--- config.mk ---
export PLATFORM = sky130hd
export DESIGN_NAME = branch_predict_unit
export DESIGN_NICKNAME = d
export VERILOG_FILES = /design/src/rtl/branch_predict_unit.sv
export SDC_FILE = /design/constraint.sdc
export NUM_CORES = 1
export LEC_CHECK = 0
export BUFFER_PORTS_ARGS = -buffer_cell sky130_fd_sc_hd__buf_2
export CAP_MARGIN = 0
export CORE_MARGIN = 5
export CORE_UTILIZATION = 54
export CTS_CLUSTER_SIZE = 10
export DETAILED_ROUTE_END_ITERATION = 8
export HOLD_SLACK_MARGIN = 0.05
export PLACE_DENSITY_LB_ADDON = 0.08
export RECOVER_POWER = 100
export SYNTH_ARGS = -nofsm -noshare
export SYNTH_HDL_FRONTEND = slang
export SYNTH_SLANG_ARGS = --single-unit
--- constraint.sdc ---
create_clock -name clk -period 4.8 [get_ports clk]
set_input_delay 0.24 -clock clk [delete_from_list [all_inputs] [get_ports clk]]
set_output_delay 0.24 -clock clk [all_outputs]
set_load 0.02 [all_outputs]
--- src/rtl/branch_predict_unit.sv ---
// Conditional-branch predictor (2-bit saturating BHT, read in ID) and resolver
// (EX) producing the main_branch flush request, redirect PC and statistics.
module branch_predict_unit #(
  parameter int XLEN    = 32,
  parameter int BHT_IDX = 6
) (
  input  logic            clk,
  input  logic            rst_n,
  input  logic            id_valid,
  input  logic            id_is_branch,
  input  logic [XLEN-1:0] id_pc,
  input  logic [XLEN-1:0] id_target,
  output logic            pred_taken,
  output logic [XLEN-1:0] pred_target,
  input  logic            ex_valid,
  input  logic            ex_is_branch,
  input  logic            ex_is_jalr,
  input  logic [XLEN-1:0] ex_pc,
  input  logic            ex_taken,
  input  logic [XLEN-1:0] ex_target,
  input  logic            ex_pred_taken,
  output logic            main_branch,
  output logic [XLEN-1:0] redirect_pc,
  output logic [31:0]     branch_count,
  output logic [31:0]     mispredict_count
);

  localparam int BHT_N = 1 << BHT_IDX;

  logic [1:0]         bht_q [BHT_N];
  logic [1:0]         bht_d [BHT_N];
  logic [31:0]        branch_count_q, branch_count_d;
  logic [31:0]        mispredict_count_q, mispredict_count_d;

  logic [BHT_IDX-1:0] id_idx;
  logic [BHT_IDX-1:0] ex_idx;
  logic               res;
  logic               mispredict;
  logic               jalr_v;
  logic               unused_pc_bits;

  assign id_idx = id_pc[BHT_IDX+1:2];
  assign ex_idx = ex_pc[BHT_IDX+1:2];
  assign unused_pc_bits = ^{id_pc[XLEN-1:BHT_IDX+2], id_pc[1:0],
                            ex_pc[XLEN-1:BHT_IDX+2], ex_pc[1:0]};

  assign res         = ex_valid & ex_is_branch;
  assign mispredict  = res & (ex_taken != ex_pred_taken);
  assign jalr_v      = ex_valid & ex_is_jalr;
  assign main_branch = mispredict | jalr_v;

  // ID reads the registered table: no bypass from a same-cycle EX update.
  assign pred_taken  = id_valid & id_is_branch & ~main_branch & bht_q[id_idx][1];
  assign pred_target = id_target;

  always_comb begin
    redirect_pc = '0;
    if (jalr_v) begin
      redirect_pc = ex_target;
    end else if (mispredict && ex_taken) begin
      redirect_pc = ex_target;
    end else if (mispredict) begin
      redirect_pc = ex_pc + XLEN'(4);
    end
  end

  always_comb begin
    for (int i = 0; i < BHT_N; i++) begin
      bht_d[i] = bht_q[i];
    end
    branch_count_d     = branch_count_q;
    mispredict_count_d = mispredict_count_q;
    if (res) begin
      branch_count_d = branch_count_q + 32'd1;
      if (ex_taken) begin
        if (bht_q[ex_idx] != 2'b11) bht_d[ex_idx] = bht_q[ex_idx] + 2'd1;
      end else begin
        if (bht_q[ex_idx] != 2'b00) bht_d[ex_idx] = bht_q[ex_idx] - 2'd1;
      end
    end
    if (mispredict) begin
      mispredict_count_d = mispredict_count_q + 32'd1;
    end
  end

  always_ff @(posedge clk) begin
    if (!rst_n) begin
      for (int i = 0; i < BHT_N; i++) begin
        bht_q[i] <= 2'b01;
      end
      branch_count_q     <= '0;
      mispredict_count_q <= '0;
    end else begin
      for (int i = 0; i < BHT_N; i++) begin
        bht_q[i] <= bht_d[i];
      end
      branch_count_q     <= branch_count_d;
      mispredict_count_q <= mispredict_count_d;
    end
  end

  assign branch_count     = branch_count_q;
  assign mispredict_count = mispredict_count_q;

endmodule

Word-level counts from Yosys, hierarchy flattened
Memories as Yosys holds them, arrays and structs flattened.
Index checks and enable logic that the tools add are counted.
{"block": "word_totals", "ff_bits": 64, "latch_bits": 0, "mem_bits_rw": 128, "mem_bits_ro": 0, "in_bits": 137, "output_inout_bits": 130, "word_cells": 165, "n_memories": 1}
{"block": "op_classes", "n_addsub": 5, "n_mul": 0, "div": 0, "order_cmp": 2, "eq_ne": 2, "n_shift": 0, "muxes": 77, "bitwise": 73, "reduce_logical": 3}
{"name": "bht_q", "words": 64, "word_bits": 2, "rd": 66, "rd_ports_with_merged_regs": 0, "write_ports": 64, "line": "30", "text": "logic [1:0] bht_q [BHT_N];"}
{"cell": "128-bit 2-to-1 mux", "count": 4}
{"cell": "128-bit bitwise mux", "count": 2}
{"cell": "2-bit 2-to-1 mux", "count": 65}
{"cell": "32-bit 2-to-1 mux", "count": 3}
{"cell": "1-bit OR", "count": 65}
{"cell": "32-bit by 1-bit adder with 32-bit output (second input constant)", "count": 2}
{"cell": "32-bit by 3-bit adder with 32-bit output (second input constant)", "count": 1}
{"cell": "2-bit demux with 6-bit select", "count": 1}
{"cell": "7-bit greater-or-equal comparator (second input constant)", "count": 1}
{"cell": "7-bit by 1-bit less-than comparator with 1-bit output (second input constant)", "count": 1}
{"cell": "6-bit NOT with 7-bit output", "count": 1}
{"cell": "1-bit AND", "count": 6}
{"cell": "2-bit by 1-bit adder with 2-bit output (second input constant)", "count": 1}
{"cell": "1-bit logical AND", "count": 2}
{"cell": "1-bit 2-to-1 mux", "count": 2}
{"cell": "2-bit inequality test (second input constant)", "count": 1}
{"cell": "2-bit nonzero test", "count": 1}
{"cell": "2-bit by 1-bit subtractor with 2-bit output (second input constant)", "count": 1}
{"cell": "1-bit inequality test", "count": 1}
{"cell": "1-bit NOT", "count": 1}

Longest topological paths before layout
{"block": "depth", "ltp_word": 10, "depth_mapped": 16}

Least setup slack after synthesis
Ideal clock, no wire load.
{"block": "synth_path", "kind": "input-to-reg", "start": "input ex_pc[2]", "end": "register with a tool-made name", "setup_time_ps": 141, "t_arrival_ps": 3393, "required_ps": 4659, "slack_ps": 1266, "stages": 15, "n_path_buf": 4, "cell_sequence": "buf_4 -> buf_2 -> mux2_2 -> a22oi_1 -> o21ai_0 -> a22o_1 -> or4_1 -> ha_1 -> mux2_2 -> buf_2 -> nor4_2 -> clkbuf_1 -> nand2_1 -> nand2_1 -> o211ai_1"}
{"item": "start: declaration", "line": "18", "text": "input logic [XLEN-1:0] ex_pc,"}

==> flow_metrics.env <==
export IMPL_cts_sinks=192
export IMPL_drt_iter0_markers=827
export IMPL_route_detailed_vias_per_inst=5.97
export IMPL_finalHoldViolations=0
export IMPL_num_nets_final=1556
export IMPL_layout_commonest_cell="nand2_1"
export IMPL_wire_per_inst_um=18.5
export IMPL_fmax_ghz=0.236
export IMPL_arrival_ps=4550
export IMPL_grt_max_degree=69
export IMPL_worstHoldPathType="input pin to register"
export IMPL_post_cts_buffers=0
export IMPL_die_height_um=151
export IMPL_clock_latency_ps=440
export IMPL_coreArea_um2=19600
export IMPL_drc=0
export IMPL_numCtsBuffers=17
export IMPL_grt_usage_pct=26.8
export IMPL_r2r_slack_ps=790
export IMPL_avgSynthCellArea_um2=8.28
export IMPL_drt_total_wl_mm=31.4
export IMPL_slew_headroom_pct=-67.2
export IMPL_synth_cell_types=67
export IMPL_status="finished, violations left"
export IMPL_die_area_um2=22900
export IMPL_io_buffers=176
export IMPL_clock_path_buffers=2
export IMPL_postCtsHoldBufs=0
export IMPL_seq_area_frac_synth_pct=35.6
export IMPL_dpl_cell_count=1660
export IMPL_place_hpwl_mm=21.9
export IMPL_yosys_warnings=0
export IMPL_async_reset_ff_share_pct=0
export IMPL_clk_pin_slew_worst_paths_ps=80
export IMPL_stdcell_count=1692
export IMPL_layout_common_cells="nand2_1, dfxtp_1, clkbuf_1"
export IMPL_setup_violations=0
export IMPL_period_needed_ps=4230
export IMPL_power_density_nw_per_um2=291
export IMPL_syn_nets=1446
export IMPL_io_pins=267
export IMPL_synth_seq_cells=192
export IMPL_synthCells=1304
export IMPL_via_count=10105
export IMPL_cp_end_kind="register"
export IMPL_initial_core_util_pct=55.1
export IMPL_synthFlopType="dfxtp_1"
export IMPL_areaGrowthSynthToFinish_pct=11.6
export IMPL_rows=51
export IMPL_tns_ps=0
export IMPL_vdd_drop_max_mv=0.277
export IMPL_slew_violations=64
export IMPL_antenna_found_initial=0
export IMPL_path_max_fanout=19
export IMPL_grt_setup_unrepaired="false"
export IMPL_cts_max_level=4
export IMPL_grt_pass1_vias=9195
export IMPL_tightestPinTransition_ps=2490
export IMPL_n_fill_cell=1832
export IMPL_ant_nets=0
export IMPL_netlist_area_um2=10800
export IMPL_startpoint_type="input pin"
export IMPL_synth_edf_count=0
export IMPL_required_ps=5120
export IMPL_fin_util_pct=61.5
export IMPL_cts_root_buf="clkbuf_16"
export IMPL_drive_gt1_share_pct=13.5
export IMPL_finalCritPeriodShare_pct=88.2
export IMPL_gp_congestion=0.860
export IMPL_violations="capacitance limit, slew limit"
export IMPL_die_w_um=151
export IMPL_skew_ps=12.5
export IMPL_drtPass1Iterations=5
export IMPL_cts_tree="yes"
export IMPL_grt_pass1_wl_mm=49.1
export IMPL_antenna_cells=0
export IMPL_path_class="input pin to register"
export IMPL_cap_violations=1
export IMPL_leakage_nw=4.31
export IMPL_cts_resized=0
export IMPL_grt_ovfl_total=0
synthesized netlist by cell type, types with 6 or more instances:
cell type	count	area, µm²
o22ai_1	6	37.5
nor2_1	66	248
xor2_1	27	236
nor3_1	18	90.1
o211ai_1	50	375
mux2i_1	37	370
clkbuf_1	53	199
mux4_2	26	586
buf_4	40	300
o21ai_0	50	250
buf_2	23	115
nand3_1	93	465
nor4_1	14	87.6
o31ai_1	12	90.1
xnor2_1	41	359
or3_1	14	87.6
nor2b_1	8	50.1
a21oi_1	87	435
and4_1	10	87.6
nand4_1	19	119
mux2_2	12	135
inv_1	15	56.3
dfxtp_1	192	3840
or4_1	14	105
and2_1	15	93.8
nand2_1	239	897
a221oi_1	9	78.8
and3_1	19	119
a22oi_1	9	67.6
a22o_1	7	61.3
report_power, final:
part / total (mW) / switching, mW / internal [mW]
clock network: 1.49 / 0.699 / 0.793
logic: 0.415 / 0.295 / 0.121
registers: 1.60 / 0.00443 / 1.60
total: 3.51 / 0.998 / 2.51
layer usage:
metal | wire length (µm) | global-route usage [%] | part of all wire [%] | vias to the layer above
met5 | 0 | 0 | 0 | -
met4 | 907 | 8.88 | 2.9 | 0
met3 | 2830 | 5.75 | 9.0 | 77
met2 | 14200 | 42.5 | 45 | 414
met1 | 13400 | 36.5 | 43 | 4718
li1 | - | - | - | 4896
through the flow:
| step | worst slack, ps | total power, mW | cell area (µm²) | hold WS [ps] |
|---|---|---|---|---|
| floorplan | 1270 | 1.94 | 10800 | 392 |
| global placement | 639 | 2.06 | 11700 | 452 |
| detailed placement | 596 | 2.06 | 11700 | 456 |
| CTS | 1060 | 3.53 | 12300 | 279 |
| global route | 419 | 3.63 | 12100 | 344 |
| finish | 566 | 3.51 | 12100 | 322 |
cell families after synthesis:
logic type	Yosys count	share of synthesized area, %
muxes	75	10.1
AOI/OAI and AO/OA	260	15.2
DFF	192	35.6
and+or+nand+nor	562	26.2
buffers and inverters	141	6.72
adders and majority gates	5	0.579
xor gates and xnor gates	69	5.66
worst max-delay path: stages:
cell	delay [ps]
buf_2	260
buf_4	240
nor2b_1	190
clkbuf_1	250
o2bb2ai_1	170
a221oi_1	430
o221ai_1	260
or4_1	440
ha_1	190
mux2_2	390
nor3_1	280
clkbuf_1	660
nand2_1	220
a211o_1	330
cell type report:
type / instances / area, µm² / area share [%]
multi-input cells: 971 / 6190 / 51.4
repair buffers: 215 / 1000 / 8.32
clock buffers: 17 / 425 / 3.53
flip-flops and latches: 192 / 3840 / 31.9
inverters: 17 / 65.1 / 0.540
clock inverters: 15 / 191 / 1.59
well taps: 265 / 332 / 2.75
worst paths after layout:
| kind | cells past startpoint | start | end |
|---|---|---|---|
| hold / removal | 5 | ex_pred_taken | mispredict_count[4] |
| hold reg to reg | 2 | register | register |
| setup reg to reg | 11 | register | register |
| setup / recovery | 14 | ex_pc[3] | register |
No activity file was read; power rests on OpenSTA's default activity.
